<file path="src/rtl/hamming_pkg.sv">
// rtl/hamming_pkg.sv - shared types, 7-segment table and helpers for the Hamming scan decoder
package hamming_pkg;

  typedef logic [2:0] syndrome_t;

  typedef enum logic {
    DISP_DATA = 1'b0,
    DISP_SYND = 1'b1
  } disp_mode_t;

  // Active-low segment patterns {g,f,e,d,c,b,a} for hex digits 0..F
  localparam logic [6:0] SEG_LUT [16] = '{
    7'h40, 7'h79, 7'h24, 7'h30, 7'h19, 7'h12, 7'h02, 7'h78,
    7'h00, 7'h10, 7'h08, 7'h03, 7'h46, 7'h21, 7'h06, 7'h0E
  };

  function automatic logic [6:0] seg(input logic [3:0] nibble);
    return SEG_LUT[nibble];
  endfunction

endpackage

</file>
<file path="src/rtl/hamming74_dec.sv">
// rtl/hamming74_dec.sv - combinational Hamming(7,4) single-error-correcting decoder
module hamming74_dec
  import hamming_pkg::*;
(
  input  logic [6:0] code,
  output logic [3:0] data,
  output syndrome_t  syndrome
);

  logic [6:0] fixed;

  // code[i] is Hamming position i+1; a nonzero syndrome names the bit to flip
  always_comb begin
    syndrome[0] = code[0] ^ code[2] ^ code[4] ^ code[6];
    syndrome[1] = code[1] ^ code[2] ^ code[5] ^ code[6];
    syndrome[2] = code[3] ^ code[4] ^ code[5] ^ code[6];
    fixed = code;
    if (syndrome != 3'd0) begin
      fixed = code ^ (7'b000_0001 << (syndrome - 3'd1));
    end
    data = {fixed[6], fixed[5], fixed[4], fixed[2]};
  end

endmodule

</file>
<file path="src/rtl/hamming_scan_decoder.sv">
// rtl/hamming_scan_decoder.sv - multi-channel Hamming(7,4) decoder with scanned 7-segment display
module hamming_scan_decoder
  import hamming_pkg::*;
#(
  parameter int DIGITS      = 4,
  parameter int REFRESH_DIV = 100000,
  parameter int CNT_W       = 8
) (
  input  logic                  clk,
  input  logic                  reset,
  input  logic [DIGITS*7-1:0]   code_in,
  input  logic                  code_valid,
  input  logic                  mode,
  output logic [DIGITS*4-1:0]   data_out,
  output logic [DIGITS-1:0]     err_any,
  output logic                  valid_out,
  output logic [CNT_W-1:0]      err_count,
  output logic [DIGITS-1:0]     an,
  output logic [6:0]            cathode
);

  localparam int IDX_W = (DIGITS > 1) ? $clog2(DIGITS) : 1;
  localparam int PS_W  = $clog2(REFRESH_DIV);
  localparam int POP_W = $clog2(DIGITS + 1);
  localparam logic [CNT_W:0] CNT_MAX = {1'b0, {CNT_W{1'b1}}};

  logic [DIGITS*4-1:0] dec_data;
  syndrome_t           dec_syn [DIGITS];
  syndrome_t           syn_r   [DIGITS];
  logic [DIGITS-1:0]   new_err;
  logic [POP_W-1:0]    pop;
  logic [CNT_W:0]      sum;
  logic [CNT_W-1:0]    next_count;
  logic                display_en;
  logic [PS_W-1:0]     presc;
  logic [IDX_W-1:0]    idx;
  logic [DIGITS-1:0]   idx_onehot;
  logic [3:0]          cur_nibble;
  syndrome_t           cur_syn;

  for (genvar k = 0; k < DIGITS; k++) begin : g_dec
    hamming74_dec u_dec (
      .code     (code_in[7*k +: 7]),
      .data     (dec_data[4*k +: 4]),
      .syndrome (dec_syn[k])
    );
  end

  // Per-channel error flags and the saturating counter's next value
  always_comb begin
    pop = '0;
    for (int k = 0; k < DIGITS; k++) begin
      new_err[k] = |dec_syn[k];
      pop = pop + POP_W'(new_err[k]);
    end
    sum = {1'b0, err_count} + (CNT_W+1)'(pop);
    next_count = (sum > CNT_MAX) ? CNT_MAX[CNT_W-1:0] : sum[CNT_W-1:0];
  end

  // Capture decoded words on the strobe; a strobe coincident with reset is dropped
  always_ff @(posedge clk) begin
    if (reset) begin
      data_out   <= '0;
      err_any    <= '0;
      valid_out  <= 1'b0;
      err_count  <= '0;
      display_en <= 1'b0;
      for (int k = 0; k < DIGITS; k++) syn_r[k] <= '0;
    end else begin
      valid_out <= code_valid;
      if (code_valid) begin
        data_out   <= dec_data;
        err_any    <= new_err;
        err_count  <= next_count;
        display_en <= 1'b1;
        for (int k = 0; k < DIGITS; k++) syn_r[k] <= dec_syn[k];
      end
    end
  end

  // Prescaler and digit index keep running even while the display is blank
  always_ff @(posedge clk) begin
    if (reset) begin
      presc <= '0;
      idx   <= '0;
    end else if (presc == PS_W'(REFRESH_DIV - 1)) begin
      presc <= '0;
      idx   <= (idx == IDX_W'(DIGITS - 1)) ? '0 : idx + 1'b1;
    end else begin
      presc <= presc + 1'b1;
    end
  end

  // Select the channel currently being scanned
  always_comb begin
    idx_onehot = '0;
    cur_nibble = '0;
    cur_syn    = '0;
    for (int k = 0; k < DIGITS; k++) begin
      if (idx == IDX_W'(k)) begin
        idx_onehot[k] = 1'b1;
        cur_nibble    = data_out[4*k +: 4];
        cur_syn       = syn_r[k];
      end
    end
  end

  // Registered anode/cathode drive, blank until the first decoded word arrives
  always_ff @(posedge clk) begin
    if (reset || !display_en) begin
      an      <= '1;
      cathode <= 7'h7F;
    end else begin
      an      <= ~idx_onehot;
      cathode <= (disp_mode_t'(mode) == DISP_SYND) ? seg({1'b0, cur_syn}) : seg(cur_nibble);
    end
  end

endmodule
</file>
<file path="config.mk">
export PLATFORM = sky130hd
export DESIGN_NAME = hamming_scan_decoder
export DESIGN_NICKNAME = d
export VERILOG_FILES = /design/src/rtl/hamming_pkg.sv /design/src/rtl/hamming74_dec.sv /design/src/rtl/hamming_scan_decoder.sv
export SDC_FILE = /design/constraint.sdc
export NUM_CORES = 1
export LEC_CHECK = 0
export BUFFER_PORTS_ARGS = -buffer_cell sky130_fd_sc_hd__buf_4
export CORE_MARGIN = 4
export CORE_UTILIZATION = 35
export DETAILED_ROUTE_END_ITERATION = 16
export SYNTH_ARGS = -nofsm -noshare
export SYNTH_HDL_FRONTEND = slang
export SYNTH_SLANG_ARGS = --single-unit
</file>
<file path="constraint.sdc">
create_clock -name clk -period 3.4 [get_ports clk]
set_input_delay 0.68 -clock clk [delete_from_list [all_inputs] [get_ports clk]]
set_output_delay 0.68 -clock clk [all_outputs]
set_load 0.01 [all_outputs]
</file>
==> impl_summary.log <==
INFO  metric grt_use_total = between 10% and 20%
INFO  metric dp_hpwl = between 7000 and 8000 µm
INFO  metric headroom_to_the_max_slew_limit = just over 20%
INFO  metric fin_crit = 3.20 ns
INFO  metric peakVddDrop = around 0.27 mV
INFO  metric area_growth_syn_to_layout = 27.8%
INFO  metric mean_syn_cell_area = ~9 µm²
INFO  metric slew_at_the_pin_closest_to_its_max_slew_limit = approximately 1.2 ns
INFO  metric synth_top_flop_cell = sky130_fd_sc_hd__dfxtp_1
INFO  metric critPathBufInv = 2
INFO  metric report.final.hold_viol_count = 0
INFO  metric die_h = around 120 µm
INFO  metric critical_path.top_delay_family = adder cells
INFO  metric postCtsSetupRepairBufs = 0
INFO  metric floorplan.rows = 39
INFO  metric grt.overflow.total = 0
INFO  metric setup-violations-final = 0
INFO  metric drv.max_cap_violation_count = 0
INFO  metric final_report_max_slew_violation_count = 0
INFO  metric slowest_delay = 0.49 ns
INFO  metric synth_enable_flop_cells = 12
INFO  metric cts.sink_count = just over 70
INFO  metric die_width = about 120 µm
INFO  metric floorplan.die_area = 13,400 µm²
INFO  metric seq_area_frac_synth = around two fifths
INFO  metric vias_in_the_first_global_route = 3,253
INFO  metric timing.critical_path.required = between 3 and 4 ns
INFO  metric fraction_of_the_cycle_the_final_worst_path_needs = between 90% and 100%
INFO  metric crit_type = input pin to flip-flop
INFO  metric port_buffers = ~70
INFO  metric route.detailed.wl_per_inst = 13.9 µm
INFO  metric asyncSetResetFlopFracSynth = 0%
INFO  metric synth.ff_latch_count = between 70 and 80
INFO  metric postSynthNetCount = between 500 and 600
INFO  metric drtIter0Drc = about 120
INFO  metric worst_path_most_repeated_cell = sky130_fd_sc_hd__fa_1
INFO  metric synth_most_common_cell = sky130_fd_sc_hd__nor2_1
INFO  metric antenna_cells = 0
INFO  metric post_cts_hold_buffer_count = 0
INFO  metric critPathMaxFanout = 6
INFO  metric synth.yosys.warnings = 0
INFO  metric cell_count_after_synthesis = 448
INFO  metric vias_per_cell = ~5
INFO  metric final.hold.worst_slack = ~0.44 ns
INFO  metric drc = 0
INFO  metric gp_congestion = about 0.84
INFO  metric finalNetCount = roughly 590
INFO  metric critical_path.slowest_cell = sky130_fd_sc_hd__fa_1
INFO  metric post_synth_instance_area = just over 4000 µm²
INFO  metric p_leak = 0.00210 µW
INFO  metric yosys-top-cells-area = sky130_fd_sc_hd__dfxtp_1 30%, sky130_fd_sc_hd__xnor2_1 9.7%, sky130_fd_sc_hd__edfxtp_1 8.9%
INFO  metric worstSetupStartpointType = input pin
INFO  metric ios = 72
INFO  metric worstPathCellList = buf_4 > xor2_2 > xnor2_2 > nor2_1 > ha_1 > fa_1 > inv_1 > fa_1 > fa_2 > nand4_1 > o21ai_0 > a21oi_1 > a211oi_1
INFO  metric end_kind = flip-flop
INFO  metric yosysTopAreaCell = sky130_fd_sc_hd__dfxtp_1
INFO  metric clockRootBuffer = sky130_fd_sc_hd__clkbuf_16
INFO  metric cts_inserted_buffers = 9
INFO  metric cts.reportedPaths.clkPinSlew = around 0.06 ns
INFO  metric cts_resized = 0
INFO  metric final.setup.worst_slack = 0.196 ns
INFO  metric outcome = completed
INFO  metric dr.pass1.iters = 4
INFO  metric initial_utilization = between 30% and 40%
INFO  metric detail_route.wirelength = around 9500 µm
INFO  metric clock_tree.buffer_depth = 2
INFO  metric via_count = between 3,000 and 4,000
INFO  metric drt.antenna.violating_nets = 0
INFO  metric drive_above_1_share = ~23%
INFO  metric netlist_top_cells_count = 68 x sky130_fd_sc_hd__nor2_1, 60 x sky130_fd_sc_hd__dfxtp_1, 45 x sky130_fd_sc_hd__xnor2_1
INFO  metric pre_cts_slack = -0.260 ns
INFO  metric grt_pass1_wl = around 16,000 µm
INFO  metric coreArea = roughly 11,000 µm²
INFO  metric synth_cell_types = 58
INFO  metric clock_tree.htree_level_count = 3
INFO  metric insertion_delay = ~0.33 ns
INFO  metric power.density_cell_area = between 500 and 600 nW/µm²
INFO  metric cts_tree = done
INFO  metric timing.critical_path.arrival = approximately 3.4 ns
INFO  metric grt_max_degree = between 40 and 50
INFO  metric ff2ff_setup_slack = between 0.6 and 0.7 ns
INFO  metric final.setup_skew = ~0.008 ns
INFO  metric post-synth-top-area-fraction = 29.6%
INFO  metric holdCritPathClass = flip-flop to flip-flop
INFO  metric antenna_found_initial = 0
INFO  metric fill_cell_count = 1,094
INFO  metric fmax = 312 MHz
INFO  metric rsz_0062_raised_after_global_routing = false
-- registers in the layout, summed over array words and instances (netlist names) --
signal	flops
err_any	4
presc	17
valid_out	1
display_en	1
cathode	7
idx	2
data_out	16
an	4
err_count	8
syn_r	12
-- cell usage in the layout, fill, tap and decap left out, types with 4 or more instances in the layout --
| cell | n |
|---|---|
| sky130_fd_sc_hd__buf_4 | 91 |
| sky130_fd_sc_hd__nor2_1 | 68 |
| sky130_fd_sc_hd__dfxtp_1 | 60 |
| sky130_fd_sc_hd__xnor2_1 | 41 |
| sky130_fd_sc_hd__nand2_1 | 32 |
| sky130_fd_sc_hd__xor2_1 | 23 |
| sky130_fd_sc_hd__a211oi_1 | 22 |
| sky130_fd_sc_hd__inv_1 | 21 |
| sky130_fd_sc_hd__ha_1 | 19 |
| sky130_fd_sc_hd__nand3_1 | 14 |
| sky130_fd_sc_hd__edfxtp_1 | 12 |
| sky130_fd_sc_hd__clkbuf_16 | 10 |
| sky130_fd_sc_hd__o21ai_0 | 9 |
| sky130_fd_sc_hd__a21oi_1 | 9 |
| sky130_fd_sc_hd__mux2i_1 | 7 |
| sky130_fd_sc_hd__nor3_1 | 7 |
| sky130_fd_sc_hd__nor2b_1 | 6 |
| sky130_fd_sc_hd__nor3b_1 | 6 |
| sky130_fd_sc_hd__and4_1 | 6 |
| sky130_fd_sc_hd__xnor2_2 | 5 |
| sky130_fd_sc_hd__nand2b_1 | 5 |
| sky130_fd_sc_hd__nand3b_1 | 4 |
| sky130_fd_sc_hd__o221ai_1 | 4 |
| sky130_fd_sc_hd__and3_1 | 4 |
| sky130_fd_sc_hd__nand4_1 | 4 |
-- through the flow --
step / util (%) / power [µW] / instances / TNS (ns) / instance area [µm²]
6_report: 45.7 / 2650 / 679 / 0 / 5190
5_1_grt: 45.7 / 2790 / 679 / 0 / 5190
4_1_cts: 45.5 / 2670 / 679 / 0 / 5170
3_5_place_dp: 42.6 / 1660 / 663 / -1.45 / 4840
3_3_place_gp: 42.6 / 1650 / 663 / -0.334 / 4840
2_1_floorplan: - / 1410 / 448 / 0 / 4080
-- power breakdown --
group | switching [µW] | leakage (µW) | internal [µW]
registers | 57.5 | 0.000621 | 938
clock network | 354 | 0.000164 | 651
logic | 342 | 0.00131 | 309
total | 754 | 0.00210 | 1900
-- area by class of cell --
| type | count | area, µm² | area share [%] |
|---|---|---|---|
| clock buffers | 12 | 278 | 5.35 |
| clock inverters | 4 | 48.8 | 0.940 |
| inverters | 21 | 78.8 | 1.52 |
| multi-input cells | 336 | 2360 | 45.5 |
| flip-flops and latches | 72 | 1560 | 30.1 |
| well taps | 143 | 179 | 3.45 |
| repair buffers | 91 | 683 | 13.2 |
-- cell families (layout without fill, tap and decap cells) --
kind of cell,Yosys count,count (layout),share of synthesized area [%]
AO/OA/AOI/OAI,69,69,12.4
XOR/XNOR,70,70,15.3
adder cells (fa/ha/maj),22,22,7.33
buffers and inverters,40,128,4.40
flip-flops,72,72,38.4
multiplexers,7,7,1.72
AND/OR/NAND/NOR,168,168,20.4
-- layer usage --
| metal | GRT usage (%) | part of all wire [%] | up-vias |
|---|---|---|---|
| li1 | - | - | 1723 |
| met1 | 18.6 | 47 | 1596 |
| met2 | 24.6 | 48 | 66 |
| met3 | 3.24 | 4.3 | 5 |
| met4 | 3.48 | 0.80 | 0 |
| met5 | 0 | 0 | - |
-- path summary, 6_finish.rpt --
kind                    from      endpoint  cells past startpoint
setup / recovery  code_in[4]  err_count[5]                     13
hold / removal      presc[0]      presc[0]                      1
setup reg to reg      idx[0]    cathode[6]                      6
hold reg to reg     presc[0]      presc[0]                      1
-- worst reg2reg max path, stage by stage, from the launching register on --
cell,delay (ns)
sky130_fd_sc_hd__dfxtp_1,0.40
sky130_fd_sc_hd__ha_1,0.57
sky130_fd_sc_hd__inv_1,0.16
sky130_fd_sc_hd__o221ai_1,0.93
sky130_fd_sc_hd__nand2_1,0.17
sky130_fd_sc_hd__o221ai_1,0.27
sky130_fd_sc_hd__o31a_1,0.19
(Power assumes the default switching activity.)
